==> src/rtl/unit_acc_pkg.sv <==
// Shared FSM state encoding and counter sizing for depth_accumulator.
// Counter widths come from clog2, with a floor of one bit for degenerate sizes.
package unit_acc_pkg;

  typedef enum logic [1:0] {
    IDLE  = 2'd0,
    ACCUM = 2'd1,
    LAST  = 2'd2,
    FLUSH = 2'd3
  } acc_state_e;

  function automatic int cnt_width(input int n);
    return (n <= 2) ? 1 : $clog2(n);
  endfunction

endpackage

==> src/rtl/acc_buffer.sv <==
// Per-pixel partial-sum store: register array, combinational read, synchronous write.
// Not reset; the first channel of every map overwrites each entry before it is read.
module acc_buffer #(
  parameter int DATA_WIDTH = 32,
  parameter int DEPTH      = 81,
  parameter int ADDR_W     = 7
) (
  input  logic                  clk,
  input  logic                  wr_en,
  input  logic [ADDR_W-1:0]     wr_addr,
  input  logic [DATA_WIDTH-1:0] wr_data,
  input  logic [ADDR_W-1:0]     rd_addr,
  output logic [DATA_WIDTH-1:0] rd_data
);

  logic [DATA_WIDTH-1:0] mem_q [DEPTH];
  logic [DATA_WIDTH-1:0] mem_d [DEPTH];

  always_comb begin
    mem_d = mem_q;
    if (wr_en) begin
      mem_d[wr_addr] = wr_data;
    end
  end

  always_ff @(posedge clk) begin
    mem_q <= mem_d;
  end

  assign rd_data = mem_q[rd_addr];

endmodule

==> src/rtl/depth_accumulator.sv <==
// Sums IFM_DEPTH raster-order maps pixelwise; last-channel pixels leave via a 1-deep output reg (1-cycle latency).
// out_ready backpressures the input only in LAST; `ifdef ACC_RELU_EN clamps negative final sums to 0.
module depth_accumulator
  import unit_acc_pkg::*;
#(
  parameter int DATA_WIDTH = 32,
  parameter int OFM_SIZE   = 9,
  parameter int IFM_DEPTH  = 18
) (
  input  logic                  clk,
  input  logic                  reset,
  input  logic                  start,
  input  logic                  in_valid,
  output logic                  in_ready,
  input  logic [DATA_WIDTH-1:0] in_data,
  output logic                  out_valid,
  input  logic                  out_ready,
  output logic [DATA_WIDTH-1:0] out_data,
  output logic                  busy,
  output logic                  done
);

  localparam int NPIX  = OFM_SIZE * OFM_SIZE;
  localparam int PIX_W = cnt_width(NPIX);
  localparam int CH_W  = cnt_width(IFM_DEPTH);
  localparam logic [PIX_W-1:0] PIX_LAST = PIX_W'(NPIX - 1);
  localparam logic [CH_W-1:0]  CH_LAST  = CH_W'(IFM_DEPTH - 1);
  localparam acc_state_e START_STATE = (IFM_DEPTH == 1) ? LAST : ACCUM;

  acc_state_e            state_q, state_d;
  logic [PIX_W-1:0]      pix_q, pix_d;
  logic [CH_W-1:0]       ch_q, ch_d;
  logic [CH_W-1:0]       ch_inc;
  logic                  out_valid_q, out_valid_d;
  logic [DATA_WIDTH-1:0] out_data_q, out_data_d;
  logic                  done_q, done_d;

  logic                  in_ready_w;
  logic                  xfer;
  logic                  wr_en;
  logic [DATA_WIDTH-1:0] rd_data;
  logic [DATA_WIDTH-1:0] wr_data;
  logic [DATA_WIDTH-1:0] sum;
  logic [DATA_WIDTH-1:0] result;

  acc_buffer #(
    .DATA_WIDTH(DATA_WIDTH),
    .DEPTH     (NPIX),
    .ADDR_W    (PIX_W)
  ) u_buf (
    .clk    (clk),
    .wr_en  (wr_en),
    .wr_addr(pix_q),
    .wr_data(wr_data),
    .rd_addr(pix_q),
    .rd_data(rd_data)
  );

  always_comb begin
    in_ready_w = 1'b0;
    unique case (state_q)
      ACCUM:   in_ready_w = 1'b1;
      LAST:    in_ready_w = !out_valid_q || out_ready;
      default: in_ready_w = 1'b0;
    endcase
  end

  assign xfer    = in_valid && in_ready_w;
  assign wr_en   = xfer && (state_q == ACCUM);
  assign wr_data = (ch_q == '0) ? in_data : (rd_data + in_data);
  assign ch_inc  = ch_q + 1'b1;

  // A single-channel map never touches the buffer, so the input passes straight through.
  if (IFM_DEPTH == 1) begin : g_pass
    assign sum = in_data;
  end else begin : g_add
    assign sum = rd_data + in_data;
  end

`ifdef ACC_RELU_EN
  assign result = sum[DATA_WIDTH-1] ? '0 : sum;
`else
  assign result = sum;
`endif

  always_comb begin
    state_d     = state_q;
    pix_d       = pix_q;
    ch_d        = ch_q;
    out_valid_d = out_valid_q;
    out_data_d  = out_data_q;
    done_d      = 1'b0;

    if (out_valid_q && out_ready) begin
      out_valid_d = 1'b0;
    end

    unique case (state_q)
      IDLE: begin
        if (start) begin
          state_d = START_STATE;
          pix_d   = '0;
          ch_d    = '0;
        end
      end
      ACCUM: begin
        if (xfer) begin
          if (pix_q == PIX_LAST) begin
            pix_d = '0;
            ch_d  = ch_inc;
            if (ch_inc == CH_LAST) begin
              state_d = LAST;
            end
          end else begin
            pix_d = pix_q + 1'b1;
          end
        end
      end
      LAST: begin
        // A new transfer overrides the drop above: the register reloads in the same cycle.
        if (xfer) begin
          out_valid_d = 1'b1;
          out_data_d  = result;
          if (pix_q == PIX_LAST) begin
            pix_d   = '0;
            state_d = FLUSH;
          end else begin
            pix_d = pix_q + 1'b1;
          end
        end
      end
      FLUSH: begin
        if (out_valid_q && out_ready) begin
          done_d  = 1'b1;
          state_d = IDLE;
          pix_d   = '0;
          ch_d    = '0;
        end
      end
      default: state_d = IDLE;
    endcase
  end

  always_ff @(posedge clk) begin
    if (reset) begin
      state_q     <= IDLE;
      pix_q       <= '0;
      ch_q        <= '0;
      out_valid_q <= 1'b0;
      out_data_q  <= '0;
      done_q      <= 1'b0;
    end else begin
      state_q     <= state_d;
      pix_q       <= pix_d;
      ch_q        <= ch_d;
      out_valid_q <= out_valid_d;
      out_data_q  <= out_data_d;
      done_q      <= done_d;
    end
  end

  assign in_ready  = in_ready_w;
  assign out_valid = out_valid_q;
  assign out_data  = out_data_q;
  assign busy      = (state_q != IDLE);
  assign done      = done_q;

  out_hold_a: assert property (@(posedge clk) disable iff (reset)
    out_valid_q && !out_ready |=> out_valid_q && $stable(out_data_q));

endmodule

==> config.mk <==
export PLATFORM = sky130hd
export DESIGN_NAME = depth_accumulator
export DESIGN_NICKNAME = d
export VERILOG_FILES = /design/src/rtl/unit_acc_pkg.sv /design/src/rtl/acc_buffer.sv /design/src/rtl/depth_accumulator.sv
export SDC_FILE = /design/constraint.sdc
export NUM_CORES = 2
export LEC_CHECK = 0
export BUFFER_PORTS_ARGS = -buffer_cell sky130_fd_sc_hd__buf_2
export CAP_MARGIN = 20
export CELL_PAD_IN_SITES_DETAIL_PLACEMENT = 2
export CELL_PAD_IN_SITES_GLOBAL_PLACEMENT = 2
export CORE_MARGIN = 8
export CORE_UTILIZATION = 48
export CTS_CLUSTER_SIZE = 8
export DETAILED_ROUTE_END_ITERATION = 10
export PLACE_DENSITY = 0.86
export SLEW_MARGIN = 20
export SYNTH_ARGS = -nofsm -noshare
export SYNTH_HDL_FRONTEND = slang
export SYNTH_SLANG_ARGS = --single-unit
==> constraint.sdc <==
create_clock -name clk -period 10.8 [get_ports clk]
set_input_delay 0.54 -clock clk [delete_from_list [all_inputs] [get_ports clk]]
set_output_delay 0.54 -clock clk [all_outputs]
set_load 0.01 [all_outputs]
==> results of run 1 <==
==> logic make-up after synthesis <==
logic type	Yosys count
and+or+nand+nor	714
adders and majority gates	42
muxes	222
DFF	2640
xor gates and xnor gates	37
AOI/OAI and AO/OA	1704
buffers and inverters	410
==> metrics by stage <==
stage	worst slack (ps)	instance area (um2)	hold slack, ps
after global placement	1960	105000	441
after floorplan	2480	100000	462
==> reports/metrics.csv, run 1 <==
stage;metric;value;unit
synth;Seq/Total Area, Yosys;78.7;%
synth;Syn Nets;5848;
synth;Cells after Synth;5769;
floorplan;io pins;73;
synth;Synth top area share;77.7;%
placed_design;Final GP Congestion;0.904;
status;status;aborted with a tool error;
status;tool error;[ERROR DPL-0033] detailed placement checks failed during check placement.;
synth;#FFs+latches synth;2640;
placed_design;Post-DP HPWL;295000;um
synth;post-synth cell types;88;
status;Fail Step;detailed placement (3_5_place_dp);
synth;most numerous cell in the Yosys netlist;edfxtp_1;
synth;Synth top cells by count;edfxtp_1, a22oi_1, a221oi_1, nor2_1, buf_2;
synth;area leader, netlist;edfxtp_1;
placed_design;port buffer count;72;
synth;Synth Area in Simple Gates;3.34;%
synth;post-synthesis compound-gate area fraction;12.5;%
synth;Yosys Warn Count;0;
floorplan;Die Ht;473;um
synth;post-synthesis mux area share;2.65;%
synth;Synth Flop Type;edfxtp_1;
synth;main combinational cell family by area after synthesis;compound AO/OA/AOI/OAI gates;
synth;Post-synth ARST share;0;%
synth;post-synthesis adder-cell area fraction;0.532;%
floorplan;Initial Util;48.3;%
synth;syn_area_per_cell;17.4;um2
synth;Area contributors post-synth;edfxtp_1, a22oi_1, a221oi_1;
synth;Post-Syn Area;100000;um2
synth;Synth Area in XOR/XNOR;0.324;%
synth;Post-synth EDFFs;2592;
floorplan;chip width;473;um
floorplan;row count;167;
==> inputs of run 2 (changes only) <==
--- a/config.mk
+++ b/config.mk
@@ -7,13 +7,10 @@
 export LEC_CHECK = 0
 export BUFFER_PORTS_ARGS = -buffer_cell sky130_fd_sc_hd__buf_2
 export CAP_MARGIN = 20
-export CELL_PAD_IN_SITES_DETAIL_PLACEMENT = 2
-export CELL_PAD_IN_SITES_GLOBAL_PLACEMENT = 2
 export CORE_MARGIN = 8
-export CORE_UTILIZATION = 48
-export CTS_CLUSTER_SIZE = 8
+export CORE_UTILIZATION = 40
 export DETAILED_ROUTE_END_ITERATION = 10
-export PLACE_DENSITY = 0.86
+export PLACE_DENSITY_LB_ADDON = 0.15
 export SLEW_MARGIN = 20
 export SYNTH_ARGS = -nofsm -noshare
 export SYNTH_HDL_FRONTEND = slang
==> run 2 against run 1 <==
Net effect:
- the run now ends clean
- area after synthesis did not move
- synthesized cell count stayed put
==> reports/metrics.csv, run 2 <==
stage;metric;value;unit
final_layout;most common cell after layout, fill and taps aside;edfxtp_1;
grt;Total GRT Usage;25.7;%
placed_design;Final GP Congestion;0.929;
worst_setup_path;Critical Path RT;11470;ps
floorplan;Initial Util;40.3;%
clocking;Skew-Pair Late Insertion Delay;960;ps
power_and_ir_drop;PwrDens;234;nW/um2
synth;area leader, netlist;edfxtp_1;
synth;Seq/Total Area, Yosys;78.7;%
final_layout;Non-Filler Instances;9555;
worst_setup_path;R2R Path Start;pix_q[2]$_SDFFE_PP0P_;
timing;RSZ-0062 raised after global routing;no;
timing;PnR worst setup slack;2250;ps
min_path;WHS Path Cells;3;
floorplan;io pins;73;
timing;Slew HR;17.3;%
min_path;hold endpoint;out_data[31]$_SDFFE_PP0P_;
timing;f_max;0.117;GHz
timing;Setup TNS Final;0;ps
timing;Final Max Slew Viols;0;
clocking;clock transition at the registers of the reported paths;60;ps
route;DR vias;60200;
route;DRT iter0 DRCs;8435;
final_layout;most frequent cells in the layout;edfxtp_1, a22oi_1, clkbuf_16;
route;DRC;0;
timing;fin crit share;79.2;%
floorplan;Core Box Area;249000;um2
power_and_ir_drop;peak supply drop;0.159;mV
power_and_ir_drop;Leak Pwr;35.2;nW
final_layout;nets;6091;
synth;Cells after Synth;5769;
grt;vias in the first global route;57000;
final_layout;layout cells sized above 1;16.3;%
min_path;HP Class;input port to flip-flop;
worst_setup_path;CP Capture Type;flip-flop;
floorplan;Die Ht;516;um
timing;post-layout minimum cycle time;8550;ps
synth;#FFs+latches synth;2640;
route;detailed-route vias per instance;6.30;
synth;post-synth cell types;88;
worst_setup_path;Worst Path Max Fanout;60;
clocking;# Post-CTS Setup Buffers;0;
worst_setup_path;Crit-path slowest cell;o31ai_4;
synth;most numerous cell in the Yosys netlist;edfxtp_1;
worst_setup_path;worst r2r dst;u_buf.mem_q[1117]$_DFFE_PP_;
synth;Post-Syn Area;100000;um2
worst_setup_path;startpoint types;flip-flop;
clocking;cts repair resizes;0;
worst_setup_path;crit-path max cell delay;990;ps
timing;Worst-Margin Slew;1230;ps
route;routed wire length;353000;um
timing;Final Hold Viols;0;
power_and_ir_drop;Power Total;0.0269;W
placed_design;dpl cells;9044;
synth;Yosys Warn Count;0;
floorplan;chip width;516;um
final_layout;max reg flops;2592;
timing;Setup violations, final;0;
clocking;# H-tree levels;5;
floorplan;row count;183;
final_layout;Most flops, register;u_buf.mem_q;
route;drt wl/cell;37.0;um
clocking;CTS tree;done;
timing;Clock Skew;63.2;ps
floorplan;die area;267000;um2
status;status;completed;
synth;Post-synth EDFFs;2592;
synth;Synth top area share;77.7;%
placed_design;dpl ws;2500;ps
route;DRT antenna net count;0;
clocking;Inserted Clock Buffers;293;
worst_setup_path;cells along the critical path;buf_4, and3b_4, buf_12, a22o_1, a221oi_1, nand4_1, o211ai_1, o211ai_1, o21ai_0, o21ai_0, ha_1, nand2_1, o41ai_1, a22oi_1, or3_1, nand3_2, o2111ai_1, a21boi_1, nor3_1, o31ai_4, buf_4;
clocking;CTS root buffer;clkbuf_16;
worst_setup_path;Setup CP Type;flip-flop to flip-flop;
placed_design;Post-DP HPWL;192000;um
placed_design;port buffer count;72;
worst_setup_path;worst reg2reg setup slack;2250;ps
synth;Area contributors post-synth;edfxtp_1, a22oi_1, a221oi_1;
flow_run;# Max-Cap Violations;0;
worst_setup_path;Arrival @ worst endpoint;9220;ps
clocking;hold_buf cts;1;
clocking;clock buffer depth;4;
grt;largest net degree at the start of global routing;105;
synth;Post-synth ARST share;0;%
final_layout;area grow syn2layout;15.0;%
clocking;clock net sink count;2640;
timing;hold_ws;137;ps
grt;first-pass GRT wire length;481000;um
worst_setup_path;cell depth of the worst flop-to-flop path;21;
min_path;Hold Crit Start;in_data[31];
synth;Synth Flop Type;edfxtp_1;
synth;Synth top cells by count;edfxtp_1, a22oi_1, a221oi_1, nor2_1, buf_2;
synth;syn_area_per_cell;17.4;um2
grt;global route overflow;0;
synth;Syn Nets;5848;
route;drt first pass iters;6;
grt;initial antenna violation count;27;
==> run 2: cell counts after synthesis <==
No cell type changed its count.
==> run 2: kinds of logic after synthesis <==
family	share of synthesized area (%)
AO/OA/AOI/OAI	12.5
buffers and inverters	2.00
XOR/XNOR	0.324
multiplexers	2.65
adder cells (fa/ha/maj)	0.532
AND/OR/NAND/NOR	3.34
flip-flops	78.7
==> run 2: cell type report <==
| cell class | instances | area (um2) |
|---|---|---|
| Sequential cell | 2640 | 78800 |
| Inverter | 21 | 78.8 |
| Fill cell | 21300 | 133000 |
| Clock inverter | 145 | 1220 |
| Multi-Input combinational cell | 2719 | 20400 |
| Antenna cell | 10 | 25.0 |
| Timing Repair Buffer | 337 | 2750 |
| Clock buffer | 353 | 7690 |
| Tap cell | 3330 | 4170 |
==> run 2: where the power goes <==
group          leakage (nW)  total [W]  switching (W)  internal [W]
Combinational          7.09    0.00516        0.00393       0.00123
Clock                  4.38    0.00950        0.00398       0.00553
Sequential             23.7     0.0122      0.0000512        0.0122
==> run 2: per-layer routing <==
| metal | GRT usage, % | share of wire, % |
|---|---|---|
| met2 | 40.2 | 46 |
| met5 | 0 | 0.011 |
| met4 | 8.81 | 3.8 |
| met1 | 35.9 | 41 |
| met3 | 5.31 | 9.4 |
==> run 2: how the worst max path moves through the flow <==
stage | start | endpoint | depth (start not counted)
detailed placement | pix_q[2]$_SDFFE_PP0P_ | u_buf.mem_q[1181]$_DFFE_PP_ | 22
global route | pix_q[2]$_SDFFE_PP0P_ | u_buf.mem_q[1117]$_DFFE_PP_ | 21
global placement | pix_q[2]$_SDFFE_PP0P_ | u_buf.mem_q[1181]$_DFFE_PP_ | 21
floorplan | pix_q[2]$_SDFFE_PP0P_ | u_buf.mem_q[1021]$_DFFE_PP_ | 21
CTS | pix_q[2]$_SDFFE_PP0P_ | u_buf.mem_q[1117]$_DFFE_PP_ | 22
finish | pix_q[2]$_SDFFE_PP0P_ | u_buf.mem_q[1117]$_DFFE_PP_ | 21
==> run 2: critical path: cells and delay by family, from the launching register on <==
family,cells,cell delay [ps]
AND/OR/NAND/NOR,6,1550
AO/OA/AOI/OAI,11,4220
buffers and inverters,3,1240
adder cells (fa/ha/maj),1,350
flip-flops,1,690
==> run 2: metrics by stage <==
stage               cell area, um2  util, %
finish                      115000     46.3
floorplan                   100000        -
CTS                         115000     46.3
detailed placement          106000     42.7
global route                115000     46.3
global placement            106000     42.7
No activity file was read; power rests on OpenSTA's default activity.
